File: config.mk
export PLATFORM = sky130hd
export DESIGN_NAME = cone_cmp_sched
export DESIGN_NICKNAME = d
export VERILOG_FILES = /design/src/rtl/cone_cmp_sched.sv
export SDC_FILE = /design/constraint.sdc
export NUM_CORES = 1
export LEC_CHECK = 0
export BUFFER_PORTS_ARGS = -buffer_cell sky130_fd_sc_hd__buf_2
export CAP_MARGIN = 0
export CORE_MARGIN = 2
export CORE_UTILIZATION = 51
export CTS_CLUSTER_SIZE = 16
export DETAILED_ROUTE_END_ITERATION = 7
export GPL_TIMING_DRIVEN = 1
export PLACE_DENSITY = 0.86
export SLEW_MARGIN = 30
export SYNTH_ARGS = -nofsm -noshare
export SYNTH_HDL_FRONTEND = slang
export SYNTH_SLANG_ARGS = --single-unit
File: constraint.sdc
create_clock -name clk -period 6.77 [get_ports clk]
set_input_delay 0.677 -clock clk [delete_from_list [all_inputs] [get_ports clk]]
set_output_delay 0.677 -clock clk [all_outputs]
set_load 0.1 [all_outputs]
File: src/rtl/cone_cmp_sched.sv
// Round-robin scheduler sharing one SLICE-bit magnitude-compare stage among NREQ
// requesters; operands are compared MSB-first, one slice per cycle, with early exit.
module cone_cmp_sched #(
  parameter int NREQ  = 4,
  parameter int WIDTH = 16,
  parameter int SLICE = 4
) (
  input  logic                      clk,
  input  logic                      rst,
  input  logic [NREQ-1:0]           req_valid,
  output logic [NREQ-1:0]           req_ready,
  input  logic [NREQ*WIDTH-1:0]     req_a,
  input  logic [NREQ*WIDTH-1:0]     req_b,
  output logic                      rsp_valid,
  input  logic                      rsp_ready,
  output logic [$clog2(NREQ)-1:0]   rsp_id,
  output logic                      rsp_gt,
  output logic                      rsp_eq,
  output logic                      busy
);

  localparam int IDW = $clog2(NREQ);
  localparam int NSL = WIDTH / SLICE;
  localparam int SIW = (NSL > 1) ? $clog2(NSL) : 1;
  localparam int unsigned NR = NREQ;

  if (WIDTH % SLICE != 0) begin : g_bad_slice
    $error("cone_cmp_sched: WIDTH must be a multiple of SLICE");
  end

  typedef enum logic [1:0] {IDLE, CMP, RESP} state_e;

  state_e           state_q, state_d;
  logic [IDW-1:0]   rr_ptr_q, rr_ptr_d;
  logic [IDW-1:0]   id_q, id_d;
  logic [SIW-1:0]   slice_idx_q, slice_idx_d;
  logic [WIDTH-1:0] a_q, a_d, b_q, b_d;
  logic             rsp_valid_q, rsp_valid_d;
  logic [IDW-1:0]   rsp_id_q, rsp_id_d;
  logic             rsp_gt_q, rsp_gt_d;
  logic             rsp_eq_q, rsp_eq_d;
  logic             busy_q, busy_d;

  logic             grant_vld;
  logic [IDW-1:0]   grant_id;
  logic [WIDTH-1:0] a_sh, b_sh;
  logic [SLICE-1:0] s_a, s_b;

  // Rotating priority scan starting at rr_ptr.
  always_comb begin
    int unsigned idx;
    grant_vld = 1'b0;
    grant_id  = '0;
    idx       = 0;
    for (int unsigned k = 0; k < NR; k++) begin
      idx = int'(rr_ptr_q) + k;
      if (idx >= NR) idx = idx - NR;
      if (!grant_vld && req_valid[IDW'(idx)]) begin
        grant_vld = 1'b1;
        grant_id  = IDW'(idx);
      end
    end
  end

  assign req_ready = (state_q == IDLE && grant_vld && !rst) ? (NREQ'(1) << grant_id) : '0;

  // Shift the current slice up to the MSB end so one fixed part-select serves all slices.
  assign a_sh = a_q << (slice_idx_q * SLICE);
  assign b_sh = b_q << (slice_idx_q * SLICE);
  assign s_a  = a_sh[WIDTH-1 -: SLICE];
  assign s_b  = b_sh[WIDTH-1 -: SLICE];

  always_comb begin
    state_d     = state_q;
    rr_ptr_d    = rr_ptr_q;
    id_d        = id_q;
    slice_idx_d = slice_idx_q;
    a_d         = a_q;
    b_d         = b_q;
    rsp_valid_d = rsp_valid_q;
    rsp_id_d    = rsp_id_q;
    rsp_gt_d    = rsp_gt_q;
    rsp_eq_d    = rsp_eq_q;
    case (state_q)
      IDLE: begin
        if (grant_vld) begin
          a_d         = req_a[grant_id*WIDTH +: WIDTH];
          b_d         = req_b[grant_id*WIDTH +: WIDTH];
          id_d        = grant_id;
          slice_idx_d = '0;
          rr_ptr_d    = (grant_id == IDW'(NREQ-1)) ? '0 : grant_id + IDW'(1);
          state_d     = CMP;
        end
      end
      CMP: begin
        if (s_a != s_b) begin
          rsp_gt_d    = (s_a > s_b);
          rsp_eq_d    = 1'b0;
          rsp_id_d    = id_q;
          rsp_valid_d = 1'b1;
          state_d     = RESP;
        end else if (slice_idx_q == SIW'(NSL-1)) begin
          rsp_gt_d    = 1'b0;
          rsp_eq_d    = 1'b1;
          rsp_id_d    = id_q;
          rsp_valid_d = 1'b1;
          state_d     = RESP;
        end else begin
          slice_idx_d = slice_idx_q + SIW'(1);
        end
      end
      RESP: begin
        if (rsp_ready) begin
          rsp_valid_d = 1'b0;
          state_d     = IDLE;
        end
      end
      default: state_d = IDLE;
    endcase
    busy_d = (state_d != IDLE);
  end

  always_ff @(posedge clk or posedge rst) begin
    if (rst) begin
      state_q     <= IDLE;
      rr_ptr_q    <= '0;
      id_q        <= '0;
      slice_idx_q <= '0;
      a_q         <= '0;
      b_q         <= '0;
      rsp_valid_q <= 1'b0;
      rsp_id_q    <= '0;
      rsp_gt_q    <= 1'b0;
      rsp_eq_q    <= 1'b0;
      busy_q      <= 1'b0;
    end else begin
      state_q     <= state_d;
      rr_ptr_q    <= rr_ptr_d;
      id_q        <= id_d;
      slice_idx_q <= slice_idx_d;
      a_q         <= a_d;
      b_q         <= b_d;
      rsp_valid_q <= rsp_valid_d;
      rsp_id_q    <= rsp_id_d;
      rsp_gt_q    <= rsp_gt_d;
      rsp_eq_q    <= rsp_eq_d;
      busy_q      <= busy_d;
    end
  end

  assign rsp_valid = rsp_valid_q;
  assign rsp_id    = rsp_id_q;
  assign rsp_gt    = rsp_gt_q;
  assign rsp_eq    = rsp_eq_q;
  assign busy      = busy_q;

endmodule
==> impl_results.md, run 1 <==
* FF+latch count, synth at 46
* Hpwl dp at 6550 µm
* Final Max Slew Viols at 0
* Cell taking the most area after synthesis: sky130_fd_sc_hd__dfrtp_1
* Area share of the largest cell type after synthesis at 36.0%
* Unique masters post-synth at 36
* Clock tree from TritonCTS: done
* Worst min-delay path class: reg -> reg
* FF-to-FF End: rsp_id[0]
* Synth top area cells: sky130_fd_sc_hd__dfrtp_1 36%, sky130_fd_sc_hd__a211oi_1 6.3%, sky130_fd_sc_hd__a221o_1 6.3%, sky130_fd_sc_hd__mux4_2 5.6%, sky130_fd_sc_hd__mux2_4 5.2%
* Pleak at between 1.5 and 2 nW
* Effective utilization at floorplan at a little over half
* Syn Area/Cell at 9.84 µm²
* Post-cts sizing count at 0
* WHS at 0.491 ns
* Gr ovfl total at 0
* Fraction of the cycle the final worst path needs at between 50% and 60%
* Simple-gate share of the synthesized area at 13.8%
* Reg-to-reg startpoint: slice_idx_q[0]
* Clock buffers created by TritonCTS at 5
* Die extent in y at about 83 µm
* Transition time at the pin with the least slew margin at 0.776 ns
* Hold_buf cts at 0
* Initial antenna violation count at 0
* Fraction of registers with async set or reset after synthesis at 100%
* Required time of the worst setup path at 6.09 ns
* Type of destination of the critical path: output port
* Area added between synthesis and finish at 25.7%
* Number of clock sinks at between 40 and 50
* Total of fill cells in the finished design at 497
* IO Port Bufs at 144
* Layout Nets at slightly below 600
* Setup Viol. Count Final at 0
* Root buffer selected by CTS: sky130_fd_sc_hd__clkbuf_8
* Final std cell area, no fill at 4020 µm²
* Synth Area in Compound Gates at 22.6%
* Core Box Area at 5990 µm²
* Clock period minus final worst setup slack at 3.45 ns
* Post-synth EDFFs at 0
* Xor and xnor area share after synthesis at 0%
* Global-route wire length before repair at 14200 µm
* Clock transition time at the flip-flop clock pins of the worst setup and hold paths at roughly 0.090 ns
* Post-synthesis mux area share at 18.7%
* Detailed Route Iter0 Violations at 189
* RD Place Congestion at around 0.81
* Setup Skew at 0.00735 ns
* Number of cell instances on the worst register-to-register path at 5
* Via count of the first global-routing pass at 3080
* Htree depth at 2
* Crit Path Category: in -> out
* DIE WIDTH at 83.2 µm
* Number of antenna-violating nets in the routed design at 0
* Maximum number of buffers from clock root to sink at 2
* Setup total negative slack at 0 ns
* Mapped Area at 3200 µm²
* Critical Path Start Type: input pin
* Number of iterations in the first detailed-routing pass at 4
* Synthesized-area fraction occupied by adder cells at 3.52%
* Placement-stage cell area at a little under 4000 µm²
* Setup repair after global routing missed its margin: no
* Post-DR wirelength/cell at 16.5 µm
* Die area at ~6900 µm²
* Total via count in the routed design at 3098
* Fmax achieved at 290 MHz
* Maximum number of pins on one net before global-route repair at between 50 and 60
* Post-CTS setup repair buffer count at 0
* I/O pin count at ~150
* Capturing element of the worst setup path: req_ready[1]
* Yosys warns at 0
* Largest family of logic cells by synthesized area: compound AO/OA/AOI/OAI gates
* Clock latency on the worst-skew pair at about 0.30 ns
* Post-Syn Nets at 469
* Number of max-capacitance violations reported at 0
* Detailed-route wire length at about 8700 µm
* Number of hold violations in the final report at 0
* Critical Path AT at between 2 and 3 ns
* Proportion of layout cells with a drive suffix above 1 at 42.6%
* Areal power density over the cells at a little over 400 nW/µm²
* Gate count of the mapped netlist at 325
* Maximum fanout encountered on the critical timing path at 47
* Relative max-transition margin at 48.1%
* Antenna cells at 0
* Number of rows in the core area at 28
* Register-to-register setup slack at 3.86 ns
* DRC violations left at 0
* Most used flip-flop cell after synthesis: sky130_fd_sc_hd__dfrtp_1
* Detail-routed via count per cell at 5.87
* Status: finished clean
* Sequential share of the synthesized area at 36.0%
* GRT Resource Usage Total at 25.2%
* CP Launch Point: req_valid[2]
* Peak supply drop at roughly 0.00034 V
[metrics by stage]
step | util (%) | power (mW) | instances | worst slack (ns)
4_1_cts | 67.1 | 1.66 | 528 | 3.30
3_5_place_dp | 65.6 | 1.49 | 520 | 3.30
6_report | 67.1 | 1.66 | 528 | 3.32
2_1_floorplan | - | 1.28 | 325 | 3.46
3_3_place_gp | 65.2 | 1.44 | 520 | 3.42
5_1_grt | 67.1 | 1.78 | 528 | 3.15
[placed cells by master (no fill, tap or decap), types with 10 or more instances in the layout]
| cell | netlist | layout |
|---|---|---|
| sky130_fd_sc_hd__a211oi_1 | 27 | 27 |
| sky130_fd_sc_hd__a21oi_1 | 24 | 24 |
| sky130_fd_sc_hd__a221o_1 | 20 | 20 |
| sky130_fd_sc_hd__and3_1 | 16 | 16 |
| sky130_fd_sc_hd__buf_2 | 5 | 144 |
| sky130_fd_sc_hd__dfrtp_1 | 46 | 46 |
| sky130_fd_sc_hd__mux2_2 | 10 | 10 |
| sky130_fd_sc_hd__mux2_4 | 11 | 11 |
| sky130_fd_sc_hd__mux2i_1 | 13 | 13 |
| sky130_fd_sc_hd__nand2_1 | 13 | 13 |
| sky130_fd_sc_hd__nand3_1 | 23 | 23 |
| sky130_fd_sc_hd__nor2_1 | 21 | 20 |
| sky130_fd_sc_hd__o21ai_0 | 26 | 26 |
[cells in the mapped netlist, drive strengths merged (8+ instances only)]
master	count
dfrtp	46
a211oi	27
o21ai	27
a21oi	24
nand3	23
mux2	22
nor2	21
a221o	20
clkbuf	17
and3	16
nand2	14
mux2i	13
buf	11
ha	9
inv	8
mux4	8
[report_power, final]
| part | total (mW) | internal, mW | switching [mW] |
|---|---|---|---|
| Clock | 0.172 | 0.0739 | 0.0976 |
| Combinational | 0.979 | 0.397 | 0.582 |
| Sequential | 0.508 | 0.408 | 0.100 |
[cell families (layout without fill, tap and decap cells)]
| logic type | Yosys count | in the layout |
|---|---|---|
| buf+inv | 36 | 164 |
| compound gates | 105 | 105 |
| flops | 46 | 46 |
| mux | 43 | 43 |
| fa+ha+maj | 9 | 9 |
| simple gates | 86 | 86 |
[layer usage]
layer | wire, µm | track usage, % | vias up
met5 | 0 | 0 | -
met2 | 4660 | 45.9 | 134
met3 | 543 | 3.28 | 14
met4 | 165 | 7.60 | 0
li1 | - | - | 1487
met1 | 3360 | 30.8 | 1463
[state kept, by name, indices dropped and copies added (netlist names), 2 cells and up]
| signal | flops |
|---|---|
| a_q | 16 |
| b_q | 16 |
| id_q | 2 |
| rr_ptr_q | 2 |
| rsp_id | 2 |
| slice_idx_q | 2 |
| state_q | 2 |
[how the worst min path moves through the flow]
stage | start | endpoint | slack (ns) | cells after the start
2_1_floorplan | id_q[0] | id_q[0] | 0.44 | 2
3_3_place_gp | id_q[1] | id_q[1] | 0.46 | 1
3_5_place_dp | id_q[1] | id_q[1] | 0.47 | 1
4_1_cts | id_q[1] | id_q[1] | 0.49 | 1
5_1_grt | id_q[1] | id_q[1] | 0.52 | 1
6_report | id_q[1] | id_q[1] | 0.49 | 1
[critical path: stages]
cell and delay, ns:
sky130_fd_sc_hd__buf_2 0.13, sky130_fd_sc_hd__nand2b_1 0.14, sky130_fd_sc_hd__a21o_2 0.55, sky130_fd_sc_hd__nand2_8 0.34
sky130_fd_sc_hd__inv_1 0.19, sky130_fd_sc_hd__ha_1 0.16, sky130_fd_sc_hd__and3_1 0.13, sky130_fd_sc_hd__buf_2 0.42
[cell type report]
cell class / count / area [µm²] / share of cell area [%]
clock buffer: 5 / 68.8 / 1.71
sequential: 46 / 1150 / 28.6
timing repair buffer: 148 / 751 / 18.7
multi-input combinational: 243 / 1900 / 47.3
tap: 75 / 93.8 / 2.33
clock inverter: 3 / 23.8 / 0.591
inverter: 8 / 30.0 / 0.747
No activity file was read; power rests on OpenSTA's default activity.
==> run 2: changes to the inputs <==
--- a/config.mk
+++ b/config.mk
@@ -5,14 +5,15 @@
 export SDC_FILE = /design/constraint.sdc
 export NUM_CORES = 1
 export LEC_CHECK = 0
+export ABC_AREA = 1
 export BUFFER_PORTS_ARGS = -buffer_cell sky130_fd_sc_hd__buf_2
 export CAP_MARGIN = 0
 export CORE_MARGIN = 2
-export CORE_UTILIZATION = 51
+export CORE_UTILIZATION = 45
 export CTS_CLUSTER_SIZE = 16
 export DETAILED_ROUTE_END_ITERATION = 7
 export GPL_TIMING_DRIVEN = 1
-export PLACE_DENSITY = 0.86
+export PLACE_DENSITY = 0.78
 export SLEW_MARGIN = 30
 export SYNTH_ARGS = -nofsm -noshare
 export SYNTH_HDL_FRONTEND = slang
==> constraint.sdc (replaced) <==
create_clock -name clk -period 3.01 [get_ports clk]
set_input_delay 0.301 -clock clk [delete_from_list [all_inputs] [get_ports clk]]
set_output_delay 0.301 -clock clk [all_outputs]
set_load 0.1 [all_outputs]
==> impl_results.md, run 2 <==
* Cell family with the largest share of critical-path delay: simple AND/OR/NAND/NOR gates
* Maximum number of pins on one net before global-route repair at 49 (-3.9%)
* Post-synth EDFFs at 0 (unchanged)
* Pleak at 2.83 nW (+43%)
* Detail-routed via count per cell at 5.01 (-15%)
* Synthesized-area fraction occupied by adder cells at 3.01% (-0.51 points)
* Sequential share of the synthesized area at 30.8% (-5.2 points)
* RD Place Congestion at 0.966 (+19%)
* Synth top area cells: sky130_fd_sc_hd__nand2_1 31%, sky130_fd_sc_hd__dfrtp_1 31%, sky130_fd_sc_hd__inv_1 7.2%, sky130_fd_sc_hd__nand3_1 7.1%, sky130_fd_sc_hd__nand4_1 4.2%
* Leading cell type in the layout, fill and taps excluded: sky130_fd_sc_hd__nand2_1
* I/O pin count at 145 (unchanged)
* Fmax achieved at 353 MHz
* Clock transition time at the flip-flop clock pins of the worst setup and hold paths at 0.09 ns (about the same)
* DIE WIDTH at 95.2 µm (+14%)
* Number of cell instances on the worst register-to-register path at 12 (+7)
* Status: finished clean
* Via count of the first global-routing pass at 4023 (+31%)
* Unique masters post-synth at 29 (-19%)
* CP Launch Point: rr_ptr_q[0]
* Clock period minus final worst setup slack at between 2 and 3 ns
* Post-DR wirelength/cell at 11.9 µm (-28%)
* Register-to-register setup slack at 0.33 ns (-3.53 ns)
* Htree depth at 2 (unchanged)
* Die extent in y at 95.2 µm (+14%)
* Setup Skew at 0.0149 ns (+0.00758 ns)
* DRC violations left at 0 (unchanged)
* Slowest-stage cell, CP: sky130_fd_sc_hd__dfrtp_2
* Number of clock sinks at 46 (unchanged)
* Core Box Area at 8130 µm² (+36%)
* Areal power density over the cells at 1360 nW/µm² (+230%)
* Number of max-capacitance violations reported at 0 (unchanged)
* IO Port Bufs at 144 (unchanged)
* Crit Path Category: reg -> out
* Total via count in the routed design at 4275 (+38%)
* Reg-to-reg startpoint: rr_ptr_q[0]
* Number of iterations in the first detailed-routing pass at 5 (+1)
* Stages on worst setup path at 11 (+3)
* Worst min-delay path class: in -> async
* Maximum number of buffers from clock root to sink at 2 (unchanged)
* Setup total negative slack at 0 ns (unchanged)
* Antenna cells at 0 (unchanged)
* FF-to-FF End: a_q[9]
* Setup repair after global routing missed its margin: no
* Transition time at the pin with the least slew margin at 0.824 ns (+0.0479 ns)
* Most common cell in the synthesized netlist: sky130_fd_sc_hd__nand2_1
* Critical Path AT at 2.53 ns (-0.24 ns)
* WHS at 0.202 ns (-0.290 ns)
* Simple-gate share of the synthesized area at 48.0% (+34 points)
* Dominant cell type by count on the critical path: sky130_fd_sc_hd__nand2_1
* Required time of the worst setup path at 2.71 ns (-3.38 ns)
* Clock buffers created by TritonCTS at 5 (unchanged)
* Detailed-route wire length at 10200 µm (+17%)
* Detailed Route Iter0 Violations at 252 (+33%)
* Root buffer selected by CTS: sky130_fd_sc_hd__clkbuf_8
* Effective utilization at floorplan at 46.0% (-7.4 points)
* Clock latency on the worst-skew pair at 0.30 ns (about the same)
* Xor and xnor area share after synthesis at 0% (unchanged)
* Area added between synthesis and finish at 23.8%
* Gr ovfl total at 0 (unchanged)
* Clock tree from TritonCTS: done
* Critical Path Start Type: register
* Type of destination of the critical path: output port
* Most frequent cells in the layout: 308 x sky130_fd_sc_hd__nand2_1, 140 x sky130_fd_sc_hd__buf_2, 71 x sky130_fd_sc_hd__inv_1, 53 x sky130_fd_sc_hd__nand3_1, 45 x sky130_fd_sc_hd__dfrtp_1
* Setup Viol. Count Final at 0 (unchanged)
* Mapped Area at 3740 µm² (+17%)
* Syn Area/Cell at 6.05 µm² (-39%)
* Die area at 9060 µm² (+31%)
* FF+latch count, synth at 46 (unchanged)
* GRT Resource Usage Total at 22.2% (-2.9 points)
* Layout Nets at 892 (+50%)
* Gate count of the mapped netlist at 618 (+90%)
* Largest stage delay on the critical path at 0.50 ns (-0.05 ns)
* Post-Syn Nets at 762 (+62%)
* Global-route wire length before repair at 16400 µm (+15%)
* Number of antenna-violating nets in the routed design at 0 (unchanged)
* Post-CTS setup repair buffer count at 0 (unchanged)
* Cell taking the most area after synthesis: sky130_fd_sc_hd__nand2_1
* Proportion of layout cells with a drive suffix above 1 at 24.3% (-18 points)
* Number of rows in the core area at 33 (+18%)
* Capturing element of the worst setup path: req_ready[0]
* Final Max Slew Viols at 0 (unchanged)
* Sum of buffers and inverters on the critical path at 3 (unchanged)
* Post-synthesis mux area share at 0% (-19 points)
* Fraction of the cycle the final worst path needs at 94.1%
* Initial antenna violation count at 0 (unchanged)
* Maximum fanout encountered on the critical timing path at 26 (-45%)
* Synth cell count leaders: 308 x sky130_fd_sc_hd__nand2_1, 72 x sky130_fd_sc_hd__inv_1, 53 x sky130_fd_sc_hd__nand3_1
* Relative max-transition margin at 45.0% (-3.1 points)
* Fraction of registers with async set or reset after synthesis at 100% (unchanged)
* Most used flip-flop cell after synthesis: sky130_fd_sc_hd__dfrtp_1
* Final Util at 56.9% (-10 points)
* Yosys warns at 0 (unchanged)
* Area share of the largest cell type after synthesis at 30.9% (-5.1 points)
* Largest family of logic cells by synthesized area: simple AND/OR/NAND/NOR gates
* Cell-by-cell trace of the critical path: inv_6 -> nand2_1 -> nand3_1 -> nand2_1 -> nor2_4 -> nand3_4 -> nand3_2 -> ha_1 -> inv_1 -> nor2_2 -> clkbuf_4
* Top flop regs: a_q: 16 flops, b_q: 16 flops
* Number of hold violations in the final report at 0 (unchanged)
* Peak supply drop at 0.00101 V (+200%)
* Synth Area in Compound Gates at 5.32% (-17 points)
* Hpwl dp at 7930 µm (+21%)
[run 2: final cells by class]
class | instances | area [µm²]
repair buffers | 155 | 838
clock inverters | 1 | 30.0
well taps | 105 | 131
clock buffers | 7 | 76.3
flip-flops and latches | 46 | 1150
fillers | 815 | 3510
multi-input cells | 464 | 2110
inverters | 76 | 290
[run 2: worst min-delay path: stages]
cell,delay (ns)
sky130_fd_sc_hd__buf_2,0.10
sky130_fd_sc_hd__inv_2,0.07
sky130_fd_sc_hd__buf_4,0.50
[run 2: cell families (layout without fill, tap and decap cells)]
| kind of cell | Yosys count | in the layout |
|---|---|---|
| buf+inv | 108 | 239 |
| fa+ha+maj | 9 | 9 |
| simple gates | 422 | 422 |
| compound gates | 33 | 33 |
| flops | 46 | 46 |
[run 2: per-stage QoR]
stage / area (µm²) / std cells / setup slack (ns) / power, mW
detailed placement: 4520 / 846 / 0.324 / 5.82
global route: 4630 / 854 / 0.0291 / 6.98
finish: 4630 / 854 / 0.176 / 6.29
floorplan: 3740 / 618 / -0.177 / 4.99
CTS: 4620 / 854 / 0.0111 / 6.30
global placement: 4520 / 846 / 0.412 / 5.67
[run 2: report_power, final]
group	leakage (nW)	total [mW]	internal, mW	switching [mW]
Sequential	0.567	1.14	0.945	0.192
Combinational	2.21	4.70	1.49	3.21
Clock	0.0524	0.453	0.249	0.204
Total	2.83	6.29	2.68	3.60
[run 2: per-layer routing]
metal | vias to the layer above | wire length (µm) | part of all wire (%) | track usage (%)
met1 | 1963 | 4300 | 42 | 26.9
li1 | 2181 | - | - | -
met4 | 0 | 155 | 1.5 | 6.28
met3 | 14 | 498 | 4.9 | 3.08
met2 | 117 | 5220 | 51 | 40.8
met5 | - | 0 | 0 | 0
[run 2: how the worst min path moves through the flow]
stage	from	to	slack (ns)
6_report	rst	rsp_eq	0.20
5_1_grt	rst	b_q[0]	0.26
4_1_cts	rst	state_q[1]	0.23
3_5_place_dp	a_q[7]	a_q[7]	0.47
3_3_place_gp	rsp_valid	rsp_valid	0.46
2_1_floorplan	a_q[7]	a_q[7]	0.44
[run 2: timing repair]
| action | in CTS | in global routing |
|---|---|---|
| hold buffers | 0 | 0 |
| setup endpoints to repair | 0 | 4 |
| resized for setup | 0 | 4 |
